==> config.mk <==
export PLATFORM = sky130hd
export DESIGN_NAME = noc_axi4_resp_ser
export DESIGN_NICKNAME = d
export VERILOG_FILES = /design/src/rtl/noc_axi4_bridge_pkg.sv /design/src/rtl/noc_axi4_resp_fifo.sv /design/src/rtl/noc_axi4_resp_ser.sv
export SDC_FILE = /design/constraint.sdc
export NUM_CORES = 1
export LEC_CHECK = 0
export CAP_MARGIN = 10
export CORE_ASPECT_RATIO = 1.75
export CORE_MARGIN = 10
export CORE_UTILIZATION = 54
export CTS_BUF_LIST = sky130_fd_sc_hd__clkbuf_8
export DETAILED_ROUTE_END_ITERATION = 16
export PLACE_DENSITY = 0.89
export SLEW_MARGIN = 40
export SYNTH_ARGS = -nofsm -noshare
export SYNTH_HDL_FRONTEND = slang
export SYNTH_SLANG_ARGS = --single-unit
==> constraint.sdc <==
create_clock -name clk -period 32.4 [get_ports clk]
set_input_delay 6.48 -clock clk [delete_from_list [all_inputs] [get_ports clk]]
set_output_delay 6.48 -clock clk [all_outputs]
set_load 0.03 [all_outputs]
==> src/rtl/noc_axi4_bridge_pkg.sv <==
// Shared types and helpers for the NoC/AXI4 bridge response path.
// Header layout follows the three-flit NoC message header.
package noc_axi4_bridge_pkg;

    localparam int MSG_HEADER_WIDTH = 192;

    localparam logic [7:0] MSG_NC_LOAD_REQ      = 8'd14;
    localparam logic [7:0] MSG_NC_STORE_REQ     = 8'd15;
    localparam logic [7:0] MSG_LOAD_MEM         = 8'd19;
    localparam logic [7:0] MSG_STORE_MEM        = 8'd20;
    localparam logic [7:0] MSG_LOAD_MEM_ACK     = 8'd24;
    localparam logic [7:0] MSG_STORE_MEM_ACK    = 8'd25;
    localparam logic [7:0] MSG_NC_LOAD_MEM_ACK  = 8'd26;
    localparam logic [7:0] MSG_NC_STORE_MEM_ACK = 8'd27;

    typedef enum logic [1:0] {
        IDLE,
        HDR,
        DATA
    } ser_state_e;

    // First header flit; also the layout of header_in[63:0]
    typedef struct packed {
        logic [13:0] chipid;
        logic [7:0]  x;
        logic [7:0]  y;
        logic [3:0]  fbits;
        logic [7:0]  len;
        logic [7:0]  mtype;
        logic [7:0]  mshrid;
        logic [5:0]  options_1;
    } noc_hdr_t;

    // Source routing fields, header_in[191:158]
    typedef struct packed {
        logic [13:0] chipid;
        logic [7:0]  x;
        logic [7:0]  y;
        logic [3:0]  fbits;
    } noc_src_t;

    function automatic int nflits(input int axi_w, input int noc_w);
        return axi_w / noc_w;
    endfunction

    function automatic logic resp_type_known(input logic [7:0] t);
        return (t == MSG_LOAD_MEM) || (t == MSG_NC_LOAD_REQ) ||
               (t == MSG_STORE_MEM) || (t == MSG_NC_STORE_REQ);
    endfunction

    function automatic noc_hdr_t mk_resp_header(
        input noc_src_t   src,
        input logic [7:0] mtype,
        input logic [7:0] mshrid,
        input logic [7:0] nfl,
        input logic       err
    );
        noc_hdr_t h;
        h.chipid    = src.chipid;
        h.x         = src.x;
        h.y         = src.y;
        h.fbits     = src.fbits;
        h.mshrid    = mshrid;
        h.options_1 = {5'b0, err};
        h.len       = 8'd0;
        h.mtype     = mtype;
        unique case (mtype)
            MSG_LOAD_MEM: begin
                h.mtype = MSG_LOAD_MEM_ACK;
                h.len   = nfl;
            end
            MSG_NC_LOAD_REQ: begin
                h.mtype = MSG_NC_LOAD_MEM_ACK;
                h.len   = nfl;
            end
            MSG_STORE_MEM:    h.mtype = MSG_STORE_MEM_ACK;
            MSG_NC_STORE_REQ: h.mtype = MSG_NC_STORE_MEM_ACK;
            default:          h.mtype = mtype;
        endcase
        return h;
    endfunction

endpackage

==> src/rtl/noc_axi4_resp_fifo.sv <==
// Generic synchronous FIFO holding queued responses.
// Pushes when full and pops when empty are ignored.
module noc_axi4_resp_fifo #(
    parameter int  DEPTH   = 2,
    parameter type entry_t = logic [7:0],
    localparam int PW = (DEPTH > 1) ? $clog2(DEPTH) : 1,
    localparam int CW = $clog2(DEPTH + 1)
) (
    input  logic          clk,
    input  logic          rst,
    input  logic          push,
    input  entry_t        wdata,
    input  logic          pop,
    output entry_t        rdata,
    output logic          full,
    output logic          empty,
    output logic [CW-1:0] count
);

    entry_t        mem [DEPTH];
    logic [PW-1:0] wr_ptr;
    logic [PW-1:0] rd_ptr;
    logic          do_push;
    logic          do_pop;

    assign full    = (count == CW'(DEPTH));
    assign empty   = (count == '0);
    assign do_push = push && !full;
    assign do_pop  = pop && !empty;
    assign rdata   = mem[rd_ptr];

    always_ff @(posedge clk or posedge rst) begin
        if (rst) begin
            wr_ptr <= '0;
            rd_ptr <= '0;
            count  <= '0;
        end else begin
            if (do_push) begin
                wr_ptr <= (wr_ptr == PW'(DEPTH - 1)) ? '0 : wr_ptr + 1'b1;
            end
            if (do_pop) begin
                rd_ptr <= (rd_ptr == PW'(DEPTH - 1)) ? '0 : rd_ptr + 1'b1;
            end
            count <= count + CW'(do_push) - CW'(do_pop);
        end
    end

    always_ff @(posedge clk) begin
        if (do_push) begin
            mem[wr_ptr] <= wdata;
        end
    end

endmodule

==> src/rtl/noc_axi4_resp_ser.sv <==
// Serialises queued AXI responses into a NoC header flit plus data flits.
// Optional feature: NOC_AXI4_SER_ERR_RESP_EN adds the in_err port.
module noc_axi4_resp_ser
    import noc_axi4_bridge_pkg::*;
#(
    parameter int AXI_DATA_WIDTH = 512,
    parameter int NOC_DATA_WIDTH = 64,
    parameter int FIFO_DEPTH     = 2,
    parameter int SWAP_ENDIANESS = 0
) (
    input  logic                        clk,
    input  logic                        rst,
    input  logic [MSG_HEADER_WIDTH-1:0] header_in,
    input  logic [AXI_DATA_WIDTH-1:0]   data_in,
    input  logic                        in_val,
    output logic                        in_rdy,
`ifdef NOC_AXI4_SER_ERR_RESP_EN
    input  logic                        in_err,
`endif
    output logic [NOC_DATA_WIDTH-1:0]   flit_out,
    output logic                        flit_out_val,
    input  logic                        flit_out_rdy,
    output logic                        busy
);

    localparam int NFLITS = nflits(AXI_DATA_WIDTH, NOC_DATA_WIDTH);
    localparam int BW     = (NFLITS > 1) ? $clog2(NFLITS) : 1;
    localparam int NB     = NOC_DATA_WIDTH / 8;
    localparam int CW     = $clog2(FIFO_DEPTH + 1);

    typedef struct packed {
        noc_hdr_t                  hdr;
        logic [AXI_DATA_WIDTH-1:0] data;
    } resp_entry_t;

    ser_state_e  state;
    ser_state_e  state_nxt;
    logic [BW-1:0] beat;
    logic [BW-1:0] beat_nxt;

    resp_entry_t   wentry;
    resp_entry_t   head;
    logic          full;
    logic          empty;
    logic [CW-1:0] count;
    logic          push;
    logic          pop;
    logic          more;
    logic          last;
    logic          err;
    logic          unused_hdr;

    noc_src_t   src;
    logic [7:0] req_type;
    logic [7:0] req_mshr;

    logic [NFLITS-1:0][NOC_DATA_WIDTH-1:0] slices;
    logic [NOC_DATA_WIDTH-1:0]             slice;
    logic [NOC_DATA_WIDTH-1:0]             slice_sw;

`ifdef NOC_AXI4_SER_ERR_RESP_EN
    assign err = in_err;
`else
    assign err = 1'b0;
`endif

    assign src        = header_in[191:158];
    assign req_type   = header_in[21:14];
    assign req_mshr   = header_in[13:6];
    assign unused_hdr = ^header_in;

    // Errored loads still send a full burst, just with zero data
    assign wentry.hdr  = mk_resp_header(src, req_type, req_mshr,
                                        8'(NFLITS), err);
    assign wentry.data = err ? '0 : data_in;

    assign in_rdy = !full;
    assign push   = in_val && !full;

    noc_axi4_resp_fifo #(
        .DEPTH   (FIFO_DEPTH),
        .entry_t (resp_entry_t)
    ) u_fifo (
        .clk   (clk),
        .rst   (rst),
        .push  (push),
        .wdata (wentry),
        .pop   (pop),
        .rdata (head),
        .full  (full),
        .empty (empty),
        .count (count)
    );

    assert property (@(posedge clk) disable iff (rst)
        push |-> resp_type_known(req_type));

    assign last = (beat == BW'(NFLITS - 1));
    // An entry will still be at the head after this pop
    assign more = (count > CW'(1)) || push;

    always_ff @(posedge clk or posedge rst) begin
        if (rst) begin
            state <= IDLE;
            beat  <= '0;
        end else begin
            state <= state_nxt;
            beat  <= beat_nxt;
        end
    end

    always_comb begin
        state_nxt = state;
        beat_nxt  = beat;
        pop       = 1'b0;
        unique case (state)
            IDLE: begin
                if (!empty || push) state_nxt = HDR;
            end
            HDR: begin
                if (flit_out_rdy) begin
                    if (head.hdr.len == 8'd0) begin
                        pop       = 1'b1;
                        state_nxt = more ? HDR : IDLE;
                    end else begin
                        state_nxt = DATA;
                        beat_nxt  = '0;
                    end
                end
            end
            DATA: begin
                if (flit_out_rdy) begin
                    if (last) begin
                        pop       = 1'b1;
                        beat_nxt  = '0;
                        state_nxt = more ? HDR : IDLE;
                    end else begin
                        beat_nxt = beat + 1'b1;
                    end
                end
            end
            default: state_nxt = IDLE;
        endcase
    end

    assign slices = head.data;
    assign slice  = slices[beat];

    always_comb begin
        slice_sw = slice;
        if (SWAP_ENDIANESS != 0) begin
            for (int i = 0; i < NB; i++) begin
                slice_sw[i*8 +: 8] = slice[(NB-1-i)*8 +: 8];
            end
        end
    end

    always_comb begin
        flit_out     = '0;
        flit_out_val = (state != IDLE);
        busy         = !empty || (state != IDLE);
        unique case (state)
            HDR:     flit_out = NOC_DATA_WIDTH'(head.hdr);
            DATA:    flit_out = slice_sw;
            default: flit_out = '0;
        endcase
    end

endmodule

# == Yosys cells after proc, flatten, opt, wreduce, memory -nomap -nowiden ==
# Memory sizes are Yosys's and may differ from the RTL's.
# Index checks and enable logic that the tools add are counted.
# word_totals
reg_bits,9
ram_bits,1132
input_bits,708
out_inout_bits,67
wordCells,68
mem_count,1
# op_classes
n_addsub,5
n_lt_le_gt_ge,2
eq_ne,13
muxes,26
n_reduce_logical,16
# mem_list
name,depth,word_bits,rd,rd_clocked_by_memory_dff,write_ports,line,rtl
u_fifo.mem,2,566,1,0,1,noc_axi4_resp_fifo.sv:20,entry_t mem [DEPTH];
# ops
cell,count
64-bit binary-select mux with 3-bit select,1
64-bit case mux with 2 select lines,1
64-bit two-way mux,1
8-bit case mux with 4 select lines,1
"8-bit by 4-bit == test with 1-bit output, second input constant",2
"8-bit by 5-bit == test with 1-bit output, second input constant",2
3-bit two-way mux,4
2-bit two-way mux,5
"2-bit != test, second input constant",5
1-bit two-way mux,9
8-bit logical NOT,1
4-bit AND reduction,2
2-bit case mux with 3 select lines,1
3-bit case mux with 2 select lines,1
"2-bit == test, second input constant",2
2-bit logical NOT,2
"3-bit by 4-bit less-than comparator with 1-bit output, second input constant",1
4-bit two-way mux,1
2-bit nonzero test,2
"3-bit by 1-bit adder with 3-bit output, second input constant",1
"3-bit == test, second input constant",1
1-bit logical AND,3
1-bit logical OR,3
"1-bit adder, second input constant",2
other kinds (7),8

# == Depth between registers and ports, before layout ==
# Gate-level depths: netlist (run 1).
# logic_depth
depth_word,8
ltp_mapped,11
ltp_nobuf,9

# == By module ==
# Synthesis (run 1) repeated with hierarchy kept, for this count alone.
# unflattened
hier_cells,2428
hier_area_um2,47455.5
# modules_own_cells
module,instances,cells_each,area_per_inst_um2
noc_axi4_resp_fifo,1,1811,41976.5
noc_axi4_resp_ser,1,617,5479.0

# == Worst setup path after synthesis (run 1) ==
# No wires, ideal clock.
# synth_timing
path_type,input port to flip-flop
startpoint,in in_val
endpoint,"mem u_fifo.mem[0][0] in the netlist's numbering, enable pin"
arrival_ns,29.855
setup_slack_ns,1.040
path_stages,2
path_buffers,0
path_cell_list,nand2_1 nor2_1
# synth_via
elab_chain_len,4
# synth_rtl
element,line,rtl
from (decl),noc_axi4_resp_ser.sv:15,"input logic in_val,"
1-bit logical AND,noc_axi4_resp_ser.sv:78,assign push = in_val && !full;
1-bit logical AND,noc_axi4_resp_fifo.sv:28,assign do_push = push && !full;
1-bit two-way mux,noc_axi4_resp_fifo.sv:49,if (do_push) begin
1-bit two-way mux (implied by the code),noc_axi4_resp_fifo.sv:50,mem[wr_ptr] <= wdata;
to (decl),noc_axi4_resp_fifo.sv:20,
# Every way passes these cells.

# == Final worst setup path (run 1) ==
# layout_timing
startpoint,reg u_fifo.rd_ptr
endpoint,out flit_out[11]
# layout_via
elab_chain_len,4
# layout_rtl
element,line,rtl
from (decl),noc_axi4_resp_fifo.sv:22,logic [PW-1:0] rd_ptr;
from (signal assigned),noc_axi4_resp_fifo.sv:42,rd_ptr <= (rd_ptr == PW'(DEPTH - 1)) ? '0 : rd_ptr + 1'b1;
memory read 2 x 566 bit *,--,
64-bit binary-select mux with 3-bit select,noc_axi4_resp_ser.sv:147,assign slice = slices[beat];
64-bit two-way mux (implied by the code),noc_axi4_resp_ser.sv:147,
64-bit case mux with 2 select lines *,noc_axi4_resp_ser.sv:162,unique case (state)
to (decl),noc_axi4_resp_ser.sv:20,"output logic [NOC_DATA_WIDTH-1:0] flit_out,"
# Every way passes the cells marked *; elsewhere a longest branch is shown, timed or not. The select of a mux whose other input is x is not followed.

==> flow_summary_export.csv, run 1 <==
group,metric,value,unit
floorplan,fp-row-count,137,
power,combPwrFrac,30.0,%
worst_hold_path,min_path_type,"register to register",
routing,drcViolationCount,0,
power,power,4.434,mW
synth,yosys_warnings,0,
critical_path,critPathRequiredTime,25.92,ns
cells_and_area,stdcell_area,0.05366,mm²
sta,finalSetupTns,0,ns
sta,max_freq,86.35,MHz
power,switching_share,31.90,%
clocking,cts.repair.resized,0,
clocking,clock_path_buffers,3,
critical_path,worstPathMaxFanout,51,
global_routing,antenna_found_initial,65,
synth,ys_types,45,
critical_path,path_depth,7,
power,switchingPower,1.415,mW
routing,final_antenna_net_count,0,
critical_path,reg2reg_depth,10,
synth,yosysSeqAreaShare,78.48,%
synth,ys_ff_latch,1135,
placed_design,io_buffer_count,632,
sta,layout_min_cycle_time,11.58,ns
synth,syn_nets,2657,
floorplan,ios,775,
routing,routed_wirelength,120000,µm
power,clockPowerShare,22.2,%
routing,drt_iter0_drc,2810,
power,leakagePower,17.98,nW
synth,avgSynthCellArea,22.34,µm²
routing,vias,23940,
critical_path,cp_common_cell,"buf_6",
sta,rsz0062_at_grt,"no",
synth,syn_inst,1941,
critical_path,cp_cell_sequence,"buf_6 -> buf_6 -> mux2i_1 -> a221oi_1 -> o21ai_0 -> o221ai_1 -> clkdlybuf4s50_1",
routing,wl_met1,38520,µm
worst_hold_path,holdPathStages,1,
global_routing,grt_pass1_wl,171900,µm
global_routing,grt_pass1_vias,26020,
critical_path,cp_num_buf_inv,3,
synth,synthesis.area,0.04337,mm²
routing,top_layer_used,"met5",
sta,fin_hold_ws,0.5872,ns
power,p_seq_share,47.9,%
floorplan,die_w,234.2,µm
critical_path,crit_type,"register to output pin",
floorplan,core_area,0.07971,mm²
critical_path,cpMaxStageDelayCell,"dfrtp_4",
critical_path,cpPeakStageDelay,0.87,ns
sta,setup_violations,0,
sta,worst_slew_pin_slew,0.8925,ns
global_routing,grt_util_all_layers,25.66,%
global_routing,grt_max_degree,102,
sta,finalHoldViolCount,0,
clocking,htreeDepth,4,
cells_and_area,syn2layout_area_growth,23.73,%
placed_design,dpl_cell_area,0.05077,mm²
placed_design,gp_congestion,0.8313,
routing,dr_wl_met3,12020,µm
critical_path,crit_arrival,5.10,ns
placed_design,hpwl,77560,µm
routing,first_pass_iters,6,
sta,finalCritPeriodShare,35.74,%
critical_path,crit_path_start_kind,"register",
cells_and_area,layout-drive-gt1-share,15.53,%
routing,avgRoutedWirePerCell,31.08,µm
cells_and_area,fin_nets,3367,
run_status,outcome,"complete, no violations",
floorplan,initial_utilization,54.41,%
global_routing,grt-ovfl-total,0,
sta,fin_skew,0.03183,ns
critical_path,cp_top_family,"buffers and inverters",
job,cap_violations,0,
power,p_int,3.020,mW
floorplan,die_h,394.9,µm
clocking,cts.clk_slew.worst_paths,0.07,ns
routing,vias_per_cell,6.203,
sta,finalMaxSlewViolations,0,
clocking,post_cts.repair.setup_buffers,0,
critical_path,end_kind,"output pin",
clocking,cts_buffers,151,
clocking,cts_tree,"yes",
clocking,cts_hold_buf,0,
sta,slew_headroom,40.28,%
power,vdd_ir_drop_max,0.06306,mV
floorplan,dieArea,0.09250,mm²
clocking,clock_latency,0.85,ns
clocking,clkSinkCount,1135,
power,power_density,82.63,mW/mm²
clocking,cts_root_buf,"clkbuf_8",
routing,met2_wirelength,62990,µm
through the flow:
step | utilization, % | std cells | worst slack [ns]
floorplan | - | 1941 | 1.040
global placement | 63.56 | 3535 | 21.27
detailed placement | 63.70 | 3538 | 21.70
CTS | 67.07 | 3802 | 20.65
global route | 67.31 | 3855 | 20.49
finish | 67.32 | 3860 | 20.82
Yosys cell counts (all sizes together):
library cell	instances	area share [%]
a22o	11	0.22
nand2b	2	0.029
ha	8	0.23
xnor2	3	0.061
a221oi	51	1.0
o31ai	1	0.017
a21boi	1	0.017
a22oi	8	0.14
o2bb2ai	1	0.020
a31o	1	0.020
dfrtp	9	0.52
o22ai	5	0.072
and3	12	0.17
o221ai	51	1.0
and2	1	0.014
and2b	1	0.017
o211ai	3	0.052
mux4	197	10
o21a	2	0.035
xor2	1	0.020
edfxtp	1126	78
nand2	9	0.078
nand3b	4	0.069
nor2	8	0.069
o32ai	1	0.020
nor2b	1	0.014
nor4	1	0.014
o21ai	56	0.65
a21oi	2	0.023
mux2i	232	5.4
clkbuf	59	0.54
a221o	8	0.18
a41o	1	0.023
or3	1	0.014
nor3	1	0.012
buf	52	0.93
inv	9	0.078
nand3	1	0.012
power groups by stage:
stage | Combinational [mW] | Sequential [mW] | Clock, mW
6_report | 1.33 | 2.12 | 0.982
5_1_grt | 1.40 | 2.14 | 1.06
4_1_cts | 1.33 | 2.12 | 1.00
3_5_place_dp | 1.31 | 2.14 | 0
3_3_place_gp | 1.25 | 2.11 | 0
2_1_floorplan | 0.899 | 2.38 | 0
area by class of cell:
| class | instances | area [µm²] |
|---|---|---|
| well taps | 1042 | 1304 |
| flip-flops and latches | 1135 | 34050 |
| repair buffers | 668 | 6728 |
| clock inverters | 108 | 536.8 |
| clock buffers | 156 | 2147 |
| multi-input cells | 686 | 8722 |
| diodes | 56 | 140.1 |
| inverters | 9 | 38.79 |
| fillers | 4673 | 26050 |
layout by cell type (no fill, tap or decap), types with 2 or more instances in the layout:
cell	n
a21oi_1	2
a221o_1	8
a221oi_1	50
a22o_1	11
a22oi_1	8
and3_1	11
buf_12	3
buf_4	13
buf_6	15
clkbuf_8	158
clkdlybuf4s50_1	632
clkinv_1	28
clkinv_2	11
clkinv_8	3
clkinvlp_4	7
dfrtp_1	6
dfrtp_4	2
diode_2	56
edfxtp_1	1126
ha_1	8
inv_1	62
inv_8	3
mux2i_1	231
mux4_2	197
nand2_1	8
nand2b_1	2
nand3b_1	4
nor2_1	5
nor2_4	2
o211ai_1	3
o21a_1	2
o21ai_0	54
o21ai_1	2
o221ai_1	51
o22ai_1	5
xnor2_1	3
path summary, 6_finish.rpt:
check	from	to	slack (ns)
min	u_fifo.wr_ptr	u_fifo.wr_ptr	0.59
min reg2reg	u_fifo.wr_ptr	u_fifo.wr_ptr	0.59
max	u_fifo.rd_ptr	flit_out[11]	20.82
max in group asynchronous	rst	beat[1]	26.12
max reg2reg	u_fifo.rd_ptr	u_fifo.count[1]	28.40
min in group asynchronous	rst	u_fifo.rd_ptr	5.94
state kept, by name, summed over array words and instances (netlist names):
signal         flops
u_fifo.mem      1126
u_fifo.count       2
beat               3
u_fifo.rd_ptr      1
state              2
u_fifo.wr_ptr      1
logic make-up (layout without fill, tap and decap cells):
| logic type | after synthesis | count (layout) | share of synthesized area [%] |
|---|---|---|---|
| multiplexers | 429 | 429 | 15.59 |
| AND/OR/NAND/NOR | 42 | 42 | 0.5164 |
| XOR/XNOR | 4 | 4 | 0.08079 |
| flip-flops | 1135 | 1135 | 78.48 |
| adder cells (fa/ha/maj) | 8 | 8 | 0.2308 |
| AO/OA/AOI/OAI | 203 | 203 | 3.551 |
| buffers and inverters | 120 | 941 | 1.546 |
| other | 0 | 56 | 0 |
routing by layer:
layer  vias to the layer above  track usage [%]
li1                       9788                -
met1                     12180            28.06
met2                      1625            42.72
met3                       330            7.369
met4                        22            17.06
met5                         -                0
No activity file was read; power rests on OpenSTA's default activity.
==> run 2: changes to the inputs <==
- CORE_UTILIZATION: 54 -> 49
- PLACE_DENSITY: 0.89 -> 0.85
- clock period: 32.4 -> 9.92 ns (I/O delays scaled with it)
==> run 2 against run 1 <==
Global-route usage decreased by 3.5 points. Via count shrank 2.7%. Combinational power grew to 3.3 times the previous value. Highest routed layer unchanged. Non-clock buffer count fell by 3. Power rose to 3.3 times the previous value. Flip-flop and latch count did not move. Worst hold slack worse by 0.017 ns. Cell count is 3.1% higher. Setup slack worse by 17 ns. First-iteration DRC count down 11%.
==> flow_summary_export.csv, run 2 (same netlist as run 1, synthesis figures left out) <==
group,metric,value,unit
run_status,outcome,"complete, no violations",
critical_path,crit_arrival,4.54,ns
clocking,post_cts.repair.setup_buffers,0,
global_routing,grt-ovfl-total,0,
placed_design,gp_congestion,0.8092,
sta,setup_violations,0,
critical_path,crit_path_start_kind,"register",
power,leakagePower,18.09,nW
routing,avgRoutedWirePerCell,28.63,µm
job,cap_violations,0,
placed_design,hpwl,75770,µm
sta,finalMaxSlewViolations,0,
clocking,cts_tree,"yes",
routing,vias_per_cell,5.857,
power,vdd_ir_drop_max,0.2191,mV
clocking,htreeDepth,4,
critical_path,cp_cell_sequence,"buf_16 -> buf_12 -> buf_16 -> mux2i_1 -> a221oi_1 -> o21ai_0 -> o221ai_1 -> clkdlybuf4s50_1",
clocking,cts_root_buf,"clkbuf_8",
clocking,clkSinkCount,1135,
cells_and_area,multi_input_area,0.008732,mm²
sta,worst_slew_pin_slew,0.9194,ns
floorplan,core_area,0.08792,mm²
clocking,cts_buffers,155,
floorplan,dieArea,0.1013,mm²
floorplan,fp-row-count,144,
sta,finalCritPeriodShare,65.81,%
routing,final_antenna_net_count,0,
global_routing,antenna_found_initial,50,
critical_path,end_kind,"output pin",
critical_path,crit_type,"register to output pin",
floorplan,ios,775,
global_routing,grt_max_degree,167,
routing,drt_iter0_drc,2487,
global_routing,grt_pass1_wl,164500,µm
cells_and_area,largest_register,"u_fifo.mem",
critical_path,critPathRequiredTime,7.94,ns
worst_hold_path,min_path_type,"register to register",
cells_and_area,nFillCells,5909,
cells_and_area,top_regs,"u_fifo.mem (1126), beat (3)",
routing,drcViolationCount,0,
routing,routed_wirelength,114000,µm
global_routing,grt_pass1_vias,25430,
clocking,clock_path_buffers,3,
placed_design,io_buffer_count,632,
cells_and_area,ff_latch_area,0.03405,mm²
floorplan,die_w,244.9,µm
critical_path,cpPeakStageDelay,0.76,ns
floorplan,die_h,413.6,µm
sta,rsz0062_at_grt,"no",
cells_and_area,fin_nets,3368,
critical_path,cpMaxStageDelayCell,"clkdlybuf4s50_1",
sta,layout_min_cycle_time,6.529,ns
cells_and_area,final_core_util,61.63,%
routing,vias,23310,
critical_path,cp_common_cell,"buf_16",
routing,first_pass_iters,5,
critical_path,worstPathMaxFanout,74,
cells_and_area,layout-drive-gt1-share,16.05,%
sta,finalSetupTns,0,ns
sta,fin_skew,0.04231,ns
clocking,cts_hold_buf,0,
clocking,cts.repair.resized,0,
floorplan,initial_utilization,49.33,%
cells_and_area,syn2layout_area_growth,24.95,%
cells_and_area,layout_commonest_cell,"edfxtp_1",
sta,max_freq,153.2,MHz
clocking,cts.clk_slew.worst_paths,0.07,ns
global_routing,grt_util_all_layers,22.21,%
sta,finalHoldViolCount,0,
cells_and_area,largest_reg_flops,1126,
cells_and_area,mostFrequentLayoutCells,"1126 x edfxtp_1, 632 x clkdlybuf4s50_1, 231 x mux2i_1",
clocking,clock_latency,0.85,ns
sta,slew_headroom,38.48,%
power,power_density,270.5,mW/mm²
[run 2: report_power, final]
part / switching (mW) / total (mW) / internal (mW)
registers: 0.309 / 6.87 / 6.56
clock network: 1.74 / 3.40 / 1.66
logic: 2.52 / 4.39 / 1.87
total: 4.58 / 14.7 / 10.1
[run 2: final timing paths]
path | from | end | slack, ns | depth (start not counted)
max in group asynchronous | rst | beat[0] | 8.11 | 2
worst max-delay path | u_fifo.rd_ptr | flit_out[44] | 3.39 | 8
min in group asynchronous | rst | state[0] | 1.46 | 2
worst min-delay path | state[0] | state[0] | 0.57 | 1
worst min register to register | state[0] | state[0] | 0.57 | 1
worst max register to register | u_fifo.count[1] | u_fifo.mem[0][324] | 6.50 | 6
[run 2: cell type report]
| type | count | share of cell area (%) |
|---|---|---|
| Multi-Input combinational cell | 686 | 16.11 |
| Tap cell | 1168 | 2.697 |
| Clock buffer | 157 | 3.987 |
| Sequential cell | 1135 | 62.83 |
| Clock inverter | 120 | 1.390 |
| Timing Repair Buffer | 665 | 12.73 |
| Inverter | 9 | 0.07158 |
| Antenna cell | 40 | 0.1847 |
[run 2: layer usage]
metal  track usage (%)  part of all wire (%)  routed length [µm]  up-vias
met5                 0                  0.13                 145        -
met4             12.61                   4.5                5152       22
met3             6.396                   9.2               10490      251
met2             38.39                    53               60460     1358
met1             24.14                    33               37720    11910
li1                  -                     -                   -     9773
[run 2: worst max-delay path: cells and delay by family (launching register included)]
kind,cells,cell delay (ns)
compound gates,3,1.10
flops,1,0.64
mux,1,0.15
buf+inv,4,1.64
[run 2: stage by stage]
step / setup slack, ns / cells / hold WS (ns) / instance area, µm² / power [mW]
after detailed placement: 4.319 / 3659 / 0.5351 / 51060 / 11.33
after global placement: 3.937 / 3651 / 0.5345 / 50880 / 11.01
after global routing: 3.247 / 3975 / 0.6018 / 54180 / 15.24
final: 3.391 / 3980 / 0.5704 / 54190 / 14.66
after floorplan: -0.8781 / 1941 / 0.5008 / 43400 / 10.11
after CTS: 3.356 / 3936 / 0.5561 / 53970 / 14.73
